--- src/rtl/hunter_packet_tx.sv ---
// Frame serialiser for the fan-controller RF link: preamble zeros, device ID, command,
// each bit sent LSB first as low/data/high phases, with optional repeats and idle gaps.
//
// state  | meaning
// -------+------------------------------------------------
// S_IDLE | line low, ready for a new request
// S_SEND | frame bits in flight (phase 0 low, 1 data, 2 high)
// S_GAP  | line low for GAP_PHASES phases after each frame
module hunter_packet_tx #(
   parameter int PHASE_DIV     = 1836,
   parameter int PREAMBLE_BITS = 2,
   parameter int ID_WIDTH      = 4,
   parameter int CMD_WIDTH     = 7,
   parameter int REPEAT_WIDTH  = 3,
   parameter int GAP_PHASES    = 3
) (
   input  logic                    ref_clk,
   input  logic                    reset,
   input  logic                    start,
   input  logic                    abort,
   input  logic [ID_WIDTH-1:0]     id,
   input  logic [CMD_WIDTH-1:0]    cmd_code,
   input  logic [REPEAT_WIDTH-1:0] repeats,
   output logic                    ready,
   output logic                    busy,
   output logic                    done,
   output logic                    out
);

   localparam int N  = PREAMBLE_BITS + ID_WIDTH + CMD_WIDTH;
   localparam int PW = $clog2(PHASE_DIV);
   localparam int BW = $clog2(N + 1);
   localparam int GW = (GAP_PHASES > 1) ? $clog2(GAP_PHASES) : 1;

   localparam logic [PW-1:0] PH_LOAD  = PW'(PHASE_DIV - 1);
   localparam logic [BW-1:0] LAST_BIT = BW'(N - 1);
   localparam logic [GW-1:0] GAP_LOAD = GW'(GAP_PHASES - 1);

   typedef enum logic [1:0] {S_IDLE, S_SEND, S_GAP} state_t;

   state_t                  state, state_n;
   logic [PW-1:0]           phase_cnt, phase_cnt_n;
   logic [1:0]              sub, sub_n;
   logic [BW-1:0]           bit_idx, bit_idx_n;
   logic [GW-1:0]           gap_cnt, gap_cnt_n;
   logic [REPEAT_WIDTH-1:0] rep_cnt, rep_cnt_n;
   logic [N-1:0]            shadow, shadow_n;
   logic                    out_n, done_n;
   logic                    tc;

   assign ready = (state == S_IDLE) && !reset;
   assign busy  = (state != S_IDLE);
   assign tc    = (phase_cnt == '0);

   always_ff @(posedge ref_clk) begin
      if (reset) begin
         state     <= S_IDLE;
         phase_cnt <= '0;
         sub       <= '0;
         bit_idx   <= '0;
         gap_cnt   <= '0;
         rep_cnt   <= '0;
         shadow    <= '0;
         out       <= 1'b0;
         done      <= 1'b0;
      end else begin
         state     <= state_n;
         phase_cnt <= phase_cnt_n;
         sub       <= sub_n;
         bit_idx   <= bit_idx_n;
         gap_cnt   <= gap_cnt_n;
         rep_cnt   <= rep_cnt_n;
         shadow    <= shadow_n;
         out       <= out_n;
         done      <= done_n;
      end
   end

   always_comb begin
      state_n     = state;
      phase_cnt_n = phase_cnt;
      sub_n       = sub;
      bit_idx_n   = bit_idx;
      gap_cnt_n   = gap_cnt;
      rep_cnt_n   = rep_cnt;
      shadow_n    = shadow;
      case (state)
         S_IDLE: begin
            if (start && ready) begin
               state_n     = S_SEND;
               phase_cnt_n = PH_LOAD;
               sub_n       = 2'd0;
               bit_idx_n   = '0;
               rep_cnt_n   = repeats;
               shadow_n    = N'({cmd_code, id}) << PREAMBLE_BITS;
            end
         end
         S_SEND: begin
            if (abort) begin
               state_n = S_IDLE;
            end else if (tc) begin
               phase_cnt_n = PH_LOAD;
               if (sub == 2'd2) begin
                  sub_n = 2'd0;
                  if (bit_idx == LAST_BIT) begin
                     state_n   = S_GAP;
                     gap_cnt_n = GAP_LOAD;
                  end else begin
                     bit_idx_n = bit_idx + 1'b1;
                  end
               end else begin
                  sub_n = sub + 1'b1;
               end
            end else begin
               phase_cnt_n = phase_cnt - 1'b1;
            end
         end
         S_GAP: begin
            if (abort) begin
               state_n = S_IDLE;
            end else if (tc) begin
               phase_cnt_n = PH_LOAD;
               if (gap_cnt == '0) begin
                  if (rep_cnt != '0) begin
                     rep_cnt_n = rep_cnt - 1'b1;
                     state_n   = S_SEND;
                     sub_n     = 2'd0;
                     bit_idx_n = '0;
                  end else begin
                     state_n = S_IDLE;
                  end
               end else begin
                  gap_cnt_n = gap_cnt - 1'b1;
               end
            end else begin
               phase_cnt_n = phase_cnt - 1'b1;
            end
         end
         default: state_n = S_IDLE;
      endcase
   end

   // out is computed from the next-state values so the flop shows the new phase on the edge it starts
   always_comb begin
      out_n  = 1'b0;
      done_n = (state == S_GAP) && (state_n == S_IDLE) && !abort;
      if (state_n == S_SEND) begin
         case (sub_n)
            2'd0:    out_n = 1'b0;
            2'd1:    out_n = shadow_n[bit_idx_n];
            default: out_n = 1'b1;
         endcase
      end
   end

endmodule

--- config.mk ---
export PLATFORM = sky130hd
export DESIGN_NAME = hunter_packet_tx
export DESIGN_NICKNAME = d
export VERILOG_FILES = /design/src/rtl/hunter_packet_tx.sv
export SDC_FILE = /design/constraint.sdc
export NUM_CORES = 1
export LEC_CHECK = 0
export CORE_AREA = 5 5 66 92
export DETAILED_ROUTE_END_ITERATION = 6
export DIE_AREA = 0 0 71 97
export PLACE_DENSITY_LB_ADDON = 0.2
export RECOVER_POWER = 50
export SYNTH_ARGS = -nofsm -noshare
export SYNTH_HDL_FRONTEND = slang
export SYNTH_SLANG_ARGS = --single-unit
--- constraint.sdc ---
create_clock -name ref_clk -period 3.2 [get_ports ref_clk]
set_input_delay 0.64 -clock ref_clk [delete_from_list [all_inputs] [get_ports ref_clk]]
set_output_delay 0.64 -clock ref_clk [all_outputs]
set_load 0.1 [all_outputs]
==> metrics.md, run 1 <==
| Metric | Value |
|---|---|
| Outcome | finished, final reports clean |
| CTS Sinks | 39 |
| Initial DRT Pass Iterations | 4 |
| Worst hold slack | 0.454 ns |
| Core area | 0.00512 mm² |
| Total gr overflow | 0 |
| Vias post-DR | 1986 |
| Initial Utilization | 44.3% |
| Initial antenna violation count | 0 |
| Top cell type by total area after synthesis | dfxtp_1 |
| Combinational share of power | 21.8% |
| Worst slew pin tran | 1.17 ns |
| Post-CTS setup buffers | 0 |
| CTS root buf | clkbuf_8 |
| Minimum clock period | 2.91 ns |
| DIE WIDTH | 71 µm |
| Distinct cells, synth | 52 |
| Sw power | 0.334 mW |
| P_leak | 1.01 nW |
| DRC Markers | 0 |
| Flop pwr share | 46.7% |
| Pins over their slew limit | 0 |
| PwrDens | 422 mW/mm² |
| Max Cap Violations | 0 |
| GPL Wtd Cong | 0.839 |
| Post-CTS Hold Fix Bufs | 0 |
| Row count | 31 |
| Post-Syn Area | 0.00227 mm² |
| Most frequent cell after synthesis | nand2_1 |
| Die ar. | 0.00689 mm² |
| Worst setup SP type | input port |
| Worst-case reg-to-reg path depth | 9 |
| CTS tree | yes |
| CP required | 3.39 ns |
| Final setup margin | 0.288 ns |
| Worst slack at placement | 0.0576 ns |
| Tot GR Track Use | 15.5% |
| Resize count post-CTS | 0 |
| Yosys reg bits | 39 |
| Cell-internal power | 0.824 mW |
| # H-tree levels | 2 |
| Antenna cell count | 0 |
| Hold crit path type | register to register |
| Crit path DAT | 3.10 ns |
| Peak supply drop | 0.287 mV |
| Endpoints failing setup | 0 |
| Post-synthesis cell count | 268 |
| RSZ-0062 raised after global routing | no |
| Crit. End Element | register |
| Antenna Nets Post-Route | 0 |
| Final Instance Count excl. Fillers | 368 |
| Post-synth top area share | 34.4% |
| DR vias/cell | 5.40 |
| First-pass GRT wire length | 8850 µm |
| Dpl cells | 360 |
| Drt total wl | 4940 µm |
| Synth area leaders | dfxtp_1, nand2_1, ha_1 |
| Clk pwr share | 31.5% |
| Fraction of layout cells with a size suffix above 1 | 17.2% |
| Net Sw Frac | 28.9% |
| Fin. Hold Viols | 0 |
| Area grow syn2layout | 20.9% |
| Port Buffers | 21 |
| WS Path Type | input port to register |
| Top-Level Pins | 22 |
| Clk buf depth | 2 |
| Fmax | 343 MHz |
| Dominant synthesized flop cell | dfxtp_1 |
| Syn nets | 297 |
| Worst skew pair latency | 0.29 ns |
| Post-synth EDFFs | 0 |
| Commonest cells in the netlist | nand2_1, dfxtp_1, a21oi_1 |
| Worst-path clk slew | 0.07 ns |
| Normalized max-slew margin | 22.4% |
| Nets | 330 |
| Async set-reset flop share out of synthesis | 0% |
| WL/cell | 13.4 µm |
| Avg Inst Size Synth | 8.46 µm² |
| Synth Warn # | 0 |
| Crit-path cells | dlygate4sd3_1 -> or2b_2 -> a21oi_1 -> buf_4 -> nand3_2 -> a21oi_4 -> mux4_2 -> mux2_4 -> a211o_1 -> o311a_1 |
| Num CTS Buffers | 5 |
| Sequential element share of the synthesized area | 34.4% |
| Largest net degree at the start of global routing | 39 |
| Hold depth | 2 |
| Crit path largest cell delay | 0.55 ns |
| Die H | 97 µm |
| Worst-path maximum fanout | 6 |
| Final period util | 91.0% |
| Detailed router's first-iteration violation count | 160 |
| Vias in the first global route | 1967 |
| Skew final | 0.00620 ns |
| Worst-path cell with the longest stage delay | dlygate4sd3_1 |
| HPWL after DPL | 3690 µm |
## cells by family after synthesis
logic type                 count (synthesis)  share of synthesized area [%]
buffers and inverters                     23                           4.25
DFF                                       39                           34.4
AOI/OAI and AO/OA                         63                           18.8
xor gates and xnor gates                   6                           2.32
muxes                                     10                           6.46
and+or+nand+nor                          116                           27.7
adders and majority gates                 11                           6.07
## placed cells by master (no fill, tap or decap), types with 5 or more instances in the layout
cell type        instances
a211oi_1                 5
o21ai_0                  9
nand3_1                  5
nor4_1                   5
buf_4                   13
clkdlybuf4s50_1         16
a21oi_1                 26
nor2_1                  18
nor3_1                  10
clkbuf_1                 6
clkbuf_8                 7
nand2_1                 42
dfxtp_1                 37
nor2b_1                  6
inv_1                   10
ha_1                    10
## critical path, delay by kind of cell
kind	cells	cell delay, ns
AOI/OAI and AO/OA	4	0.74
buffers and inverters	2	0.71
muxes	2	0.61
and+or+nand+nor	2	0.40
## registers in the layout, indices dropped and copies added, names as in the netlist
| name | flops |
|---|---|
| sub | 2 |
| done | 1 |
| state | 2 |
| phase_cnt | 11 |
| rep_cnt | 3 |
| bit_idx | 4 |
| shadow | 13 |
| out | 1 |
| gap_cnt | 2 |
## routing by layer
metal / vias up / GRT usage [%] / share of wire (%)
li1: 1019 / - / -
met1: 927 / 19.3 / 46
met2: 30 / 24.8 / 48
met3: 10 / 3.53 / 3.0
met4: 0 / 7.67 / 2.2
met5: - / 0 / 0
## power by group through the flow
| stage | combinational, mW | clock [mW] | sequential, mW |
|---|---|---|---|
| 6_report | 0.253 | 0.364 | 0.541 |
| 3_5_place_dp | 0.256 | 0 | 0.552 |
| 4_1_cts | 0.257 | 0.385 | 0.541 |
| 2_1_floorplan | 0.178 | 0 | 0.547 |
| 3_3_place_gp | 0.255 | 0 | 0.552 |
| 5_1_grt | 0.280 | 0.406 | 0.545 |
## area by class of cell
type	instances	area [µm²]
Multi-Input combinational cell	206	1420
Sequential cell	39	783
Clock buffer	8	100
Timing Repair Buffer	36	307
Fill cell	522	2380
Tap cell	66	82.6
Inverter	13	52.6
## final timing paths
path | from | to | slack [ns]
hold reg to reg | shadow[8] | shadow[8] | 0.45
setup / recovery | start | out | 0.29
setup reg to reg | phase_cnt[6] | out | 0.43
hold / removal | shadow[8] | shadow[8] | 0.45
## through the flow
stage                     util [%]  setup TNS (ns)  instance area, µm²  total power, mW
after floorplan                  -          -0.130                2300            0.724
after global placement        52.0               0                2660            0.806
after detailed placement      52.0               0                2660            0.808
after CTS                     53.9               0                2760             1.18
after global routing          53.5               0                2740             1.23
final                         53.5               0                2740             1.16
(Power assumes the default switching activity.)
==> run 2, diff against run 1 <==
- GPL_TIMING_DRIVEN: not set -> 0
- clock period: 3.2 -> 2.8 ns (I/O delays scaled with it)
==> metrics.md, run 2 (synthesis gave the netlist of run 1 again) <==
| Metric | Value |
|---|---|
| CTS Sinks | 39 |
| Worst-path maximum fanout | 5 |
| Clk buf depth | 2 |
| GPL Wtd Cong | 0.789 |
| Area after DPL | 0.00259 mm² |
| GR peak layer | met2 |
| Post-CTS Hold Fix Bufs | 0 |
| Peak supply drop | 0.348 mV |
| Initial Utilization | 44.3% |
| R2R Setup Slk | 0.06 ns |
| Core area | 0.00512 mm² |
| First-pass GRT wire length | 8950 µm |
| Initial DRT Pass Iterations | 4 |
| P_leak | 1.05 nW |
| Initial antenna violation count | 0 |
| Register Area | 785 µm² |
| WL/cell | 13.9 µm |
| Die ar. | 0.00689 mm² |
| Worst hold slack | 0.455 ns |
| Minimum clock period | 2.80 ns |
| Crit. End Element | output pin |
| Max Cap Violations | 0 |
| Largest register FFs | 13 |
| Nets | 339 |
| Top-Level Pins | 22 |
| Fmax | 358 MHz |
| Dpl cells | 355 |
| Routing usage on met1 | 20.3% |
| Antenna cell count | 0 |
| Largest net degree at the start of global routing | 12 |
| Fin. Hold Viols | 0 |
| Biggest regs | shadow: 13 flops, phase_cnt: 11 flops, bit_idx: 4 flops |
| Crit path largest cell delay | 1.14 ns |
| CTS tree | yes |
| Final period util | 99.9% |
| Tot GR Track Use | 15.8% |
| Biggest register | shadow |
| Detailed router's first-iteration violation count | 83 |
| Num CTS Buffers | 5 |
| Skew final | 0.0120 ns |
| Outcome | finished, final reports clean |
| Pins over their slew limit | 0 |
| Grt met2 use | 26.4% |
| RSZ-0062 raised after global routing | yes |
| Most frequent cells in the layout | nand2_1, dfxtp_1, a21oi_1 |
| Fraction of layout cells with a size suffix above 1 | 18.6% |
| Drt total wl | 5240 µm |
| Worst-path clk slew | 0.08 ns |
| Design area | 0.00285 mm² |
| PwrDens | 475 mW/mm² |
| Crit path DAT | 2.24 ns |
| Normalized max-slew margin | 35.4% |
| Crit-path cells | inv_2 -> ha_4 -> clkinvlp_4 -> clkdlybuf4s50_1 |
| HPWL after DPL | 3780 µm |
| Port Buffers | 21 |
| # H-tree levels | 2 |
| DRC Markers | 0 |
| Fill cells | 527 |
| Vias post-DR | 2056 |
| Worst skew pair latency | 0.29 ns |
| Endpoints failing setup | 0 |
| TNS Setup | 0 ns |
| Multi-input logic area | 0.00146 mm² |
| Die H | 97 µm |
| Total gr overflow | 0 |
| M3 GR Usage | 2.49% |
| Hold crit path type | register to register |
| Row count | 31 |
| Commonest non-fill, non-tap cell in the layout | nand2_1 |
| Worst-path cell with the longest stage delay | clkdlybuf4s50_1 |
| WS Path Type | register to output pin |
| DIE WIDTH | 71 µm |
| Worst setup SP type | register |
| Area grow syn2layout | 25.6% |
| CTS root buf | clkbuf_8 |
| Final Instance Count excl. Fillers | 377 |
| Worst slew pin tran | 0.966 ns |
| CP required | 2.24 ns |
| Vias in the first global route | 1935 |
| DR vias/cell | 5.45 |
| Antenna Nets Post-Route | 0 |
| Post-Route Utilization | 55.6% |
-- run 2: changes by cell type in the layout (fill, tap and decap cells not counted), sizes merged --
cell and delta:
clkdlybuf4s50 +1, dlygate4sd2 +3, buf +1, dlygate4sd3 -1, clkbuf +4, dlymetal6s2s +1
-- run 2: metrics by stage --
stage / setup WS (ns) / power [mW]
floorplan: -0.530 / 0.828
global placement: -0.832 / 0.902
detailed placement: -0.830 / 0.906
CTS: -0.00883 / 1.32
global route: -0.0976 / 1.43
finish: 0.00326 / 1.35
-- run 2: path summary, 6_finish.rpt --
kind,startpoint,endpoint,depth (start not counted)
worst max-delay path,state[0],busy,4
worst min-delay path,gap_cnt[0],gap_cnt[0],2
worst max register to register,phase_cnt[7],out,10
worst min register to register,gap_cnt[0],gap_cnt[0],2
-- run 2: where the power goes --
| group | switching [mW] | internal (mW) |
|---|---|---|
| Sequential | 0.0305 | 0.587 |
| Combinational | 0.171 | 0.144 |
| Clock | 0.194 | 0.225 |
-- run 2: repair_timing --
action / in CTS / in global routing
resized for setup: 7 / 7
buffers inserted: 5 / 10
endpoints found under the hold margin: 0 / 0
setup endpoints to repair: 3 / 1
pin swaps: 5 / 8
-- run 2: area by class of cell --
class,instances,share of cell area [%]
multi-input cells,206,51.3
flip-flops and latches,39,27.6
repair buffers,36,11.3
clock buffers,8,3.52
well taps,66,2.90
inverters,13,1.85
plain buffers,9,1.54
-- run 2: critical path, delay by kind of cell, from the launching register on --
kind / cells / cell delay [ns]
fa+ha+maj: 1 / 0.18
buf+inv: 3 / 1.34
flops: 1 / 0.43
-- run 2: per-layer routing --
metal | up-vias | routed length, µm
met2 | 27 | 2620
met4 | 0 | 75
met3 | 6 | 159
li1 | 1038 | -
met1 | 985 | 2390
met5 | - | 0
==> run 3, diff against run 2 <==
- CELL_PAD_IN_SITES_DETAIL_PLACEMENT: not set -> 1
- CELL_PAD_IN_SITES_GLOBAL_PLACEMENT: not set -> 1
- CORE_AREA: 5 5 66 92 -> 5 5 68 94
- DIE_AREA: 0 0 71 97 -> 0 0 73 99
==> metrics.md, run 3 (synthesis gave the netlist of run 1 again) <==
| Metric | Value |
|---|---|
| First-pass GRT wire length | 10400 µm |
| Drt total wl | 6500 µm |
| Hold crit path type | register to register |
| Max Cap Violations | 0 |
| Skew final | 0.0115 ns |
| Worst setup SP type | register |
| Peak supply drop | 0.412 mV |
| Most frequent cells in the layout | nand2_1, dfxtp_1, a21oi_1 |
| Post-CTS Hold Fix Bufs | 0 |
| Vias post-DR | 2128 |
| Biggest regs | shadow: 13 flops, phase_cnt: 11 flops, bit_idx: 4 flops |
| Die ar. | 0.00723 mm² |
| Fill cells | 680 |
| Register Area | 785 µm² |
| CTS tree | yes |
| P_leak | 1.07 nW |
| WL/cell | 17.1 µm |
| Crit. End Element | register |
| Clk pwr share | 37.6% |
| Crit path largest cell delay | 0.43 ns |
| TNS Setup | 0 ns |
| Row count | 32 |
| Normalized max-slew margin | 35.2% |
| Delay-heaviest family, CP | compound AO/OA/AOI/OAI gates |
| CP endpoint | out |
| WS Path Type | register to register |
| Total gr overflow | 0 |
| DRC Markers | 0 |
| Initial Utilization | 41.6% |
| R2R Setup Slk | 0.04 ns |
| Crit path DAT | 2.94 ns |
| Cell-internal power | 1.09 mW |
| RSZ-0062 raised after global routing | yes |
| Pins over their slew limit | 0 |
| Final period util | 98.4% |
| Antenna cell count | 0 |
| Crit-path cells | nor4_4 -> buf_4 -> nand4_4 -> o21ai_2 -> nand3_2 -> a21oi_4 -> mux4_2 -> mux2_4 -> a211o_1 -> o311a_1 |
| Minimum clock period | 2.76 ns |
| Num CTS Buffers | 5 |
| Area grow syn2layout | 27.8% |
| Die H | 99 µm |
| Core area | 0.00545 mm² |
| DIE WIDTH | 73 µm |
| Fraction of layout cells with a size suffix above 1 | 20.4% |
| Detailed router's first-iteration violation count | 103 |
| Worst slew pin tran | 0.969 ns |
| # H-tree levels | 2 |
| Worst-path maximum fanout | 4 |
| Sw power | 0.426 mW |
| Multi-input logic area | 0.00146 mm² |
| Vias in the first global route | 2179 |
| Worst skew pair latency | 0.30 ns |
| Nets | 341 |
| Reg-to-reg endpoint | out |
| Hold depth | 2 |
| Antenna Nets Post-Route | 0 |
| Worst-case reg-to-reg path depth | 10 |
| HPWL after DPL | 4260 µm |
| Fmax | 363 MHz |
| Worst-path cell with the longest stage delay | nor4_4 |
| Net Sw Frac | 28.1% |
| Worst-path clk slew | 0.08 ns |
| GPL Wtd Cong | 0.762 |
| CTS root buf | clkbuf_8 |
| Crit path buf inv count | 1 |
| Biggest register | shadow |
| Port Buffers | 21 |
| Final setup margin | 0.0442 ns |
| Commonest non-fill, non-tap cell in the layout | nand2_1 |
| Clk buf depth | 2 |
| PwrDens | 522 mW/mm² |
| Fin. Hold Viols | 0 |
| Worst slack at placement | -0.848 ns |
| Outcome | finished, final reports clean |
| Tot GR Track Use | 18.2% |
| Endpoints failing setup | 0 |
| RR Startpoint | phase_cnt[4] |
| Initial antenna violation count | 0 |
| DR vias/cell | 5.59 |
| Largest register FFs | 13 |
| Combinational share of power | 21.6% |
| Critical path origin | phase_cnt[4] |
| Flop pwr share | 40.8% |
| Largest net degree at the start of global routing | 14 |
| Number of cells on the critical path | 10 |
| CTS Sinks | 39 |
| Initial DRT Pass Iterations | 5 |
| CP required | 2.98 ns |
| Top-Level Pins | 22 |
==> run 3: power by group through the flow <==
stage	Clock (mW)	Combinational [mW]	Sequential [mW]
finish	0.569	0.327	0.618
global route	0.604	0.361	0.623
CTS	0.582	0.289	0.619
detailed placement	0	0.280	0.631
global placement	0	0.277	0.629
floorplan	0	0.203	0.625
==> run 3: worst reg2reg max path, stage by stage (launching register included) <==
cell and delay (ns):
dfxtp_2 0.35, nor4_4 0.43, buf_4 0.20, nand4_4 0.13, o21ai_2 0.18, nand3_2 0.11, a21oi_4 0.25, mux4_2 0.34
mux2_4 0.28, a211o_1 0.25, o311a_1 0.12
==> run 3: worst min path at each step <==
stage / start / endpoint / slack (ns)
after floorplan: gap_cnt[0] / gap_cnt[0] / 0.43
after global placement: shadow[2] / shadow[2] / 0.44
after detailed placement: shadow[6] / shadow[6] / 0.45
after CTS: shadow[6] / shadow[6] / 0.46
after global routing: shadow[6] / shadow[6] / 0.48
final: shadow[6] / shadow[6] / 0.46
==> run 3: final cells by class <==
| cell class | instances | share of cell area [%] |
|---|---|---|
| sequential | 39 | 27.1 |
| clock inverter | 3 | 2.33 |
| buffer | 9 | 1.51 |
| multi-input combinational | 206 | 50.5 |
| inverter | 13 | 1.81 |
| clock buffer | 5 | 2.37 |
| timing repair buffer | 38 | 11.4 |
| tap | 68 | 2.94 |
==> run 3: routing by layer <==
layer  track usage (%)  share of wire [%]  vias to the layer above
met5                 0                  0                        -
met4              6.11                2.8                        0
met3              2.55                2.6                       13
met2              32.0                 53                       35
met1              22.0                 42                     1041
li1                  -                  -                     1039
==> run 3: stage by stage <==
| step | hold slack, ns | cells | util, % | total power, mW | cell area [µm²] |
|---|---|---|---|---|---|
| after CTS | 0.462 | 370 | 51.3 | 1.49 | 2790 |
| after global placement | 0.441 | 357 | 47.7 | 0.906 | 2590 |
| after floorplan | 0.432 | 268 | - | 0.828 | 2300 |
| after global routing | 0.477 | 381 | 53.2 | 1.59 | 2900 |
| final | 0.461 | 381 | 53.2 | 1.51 | 2900 |
| after detailed placement | 0.450 | 357 | 47.7 | 0.911 | 2590 |
==> run 3: timing repair <==
action                                  CTS  global route
endpoints found under the setup margin    4             2
pin swaps                                 4             7
resized for setup                         6             8
buffers inserted                          5            12
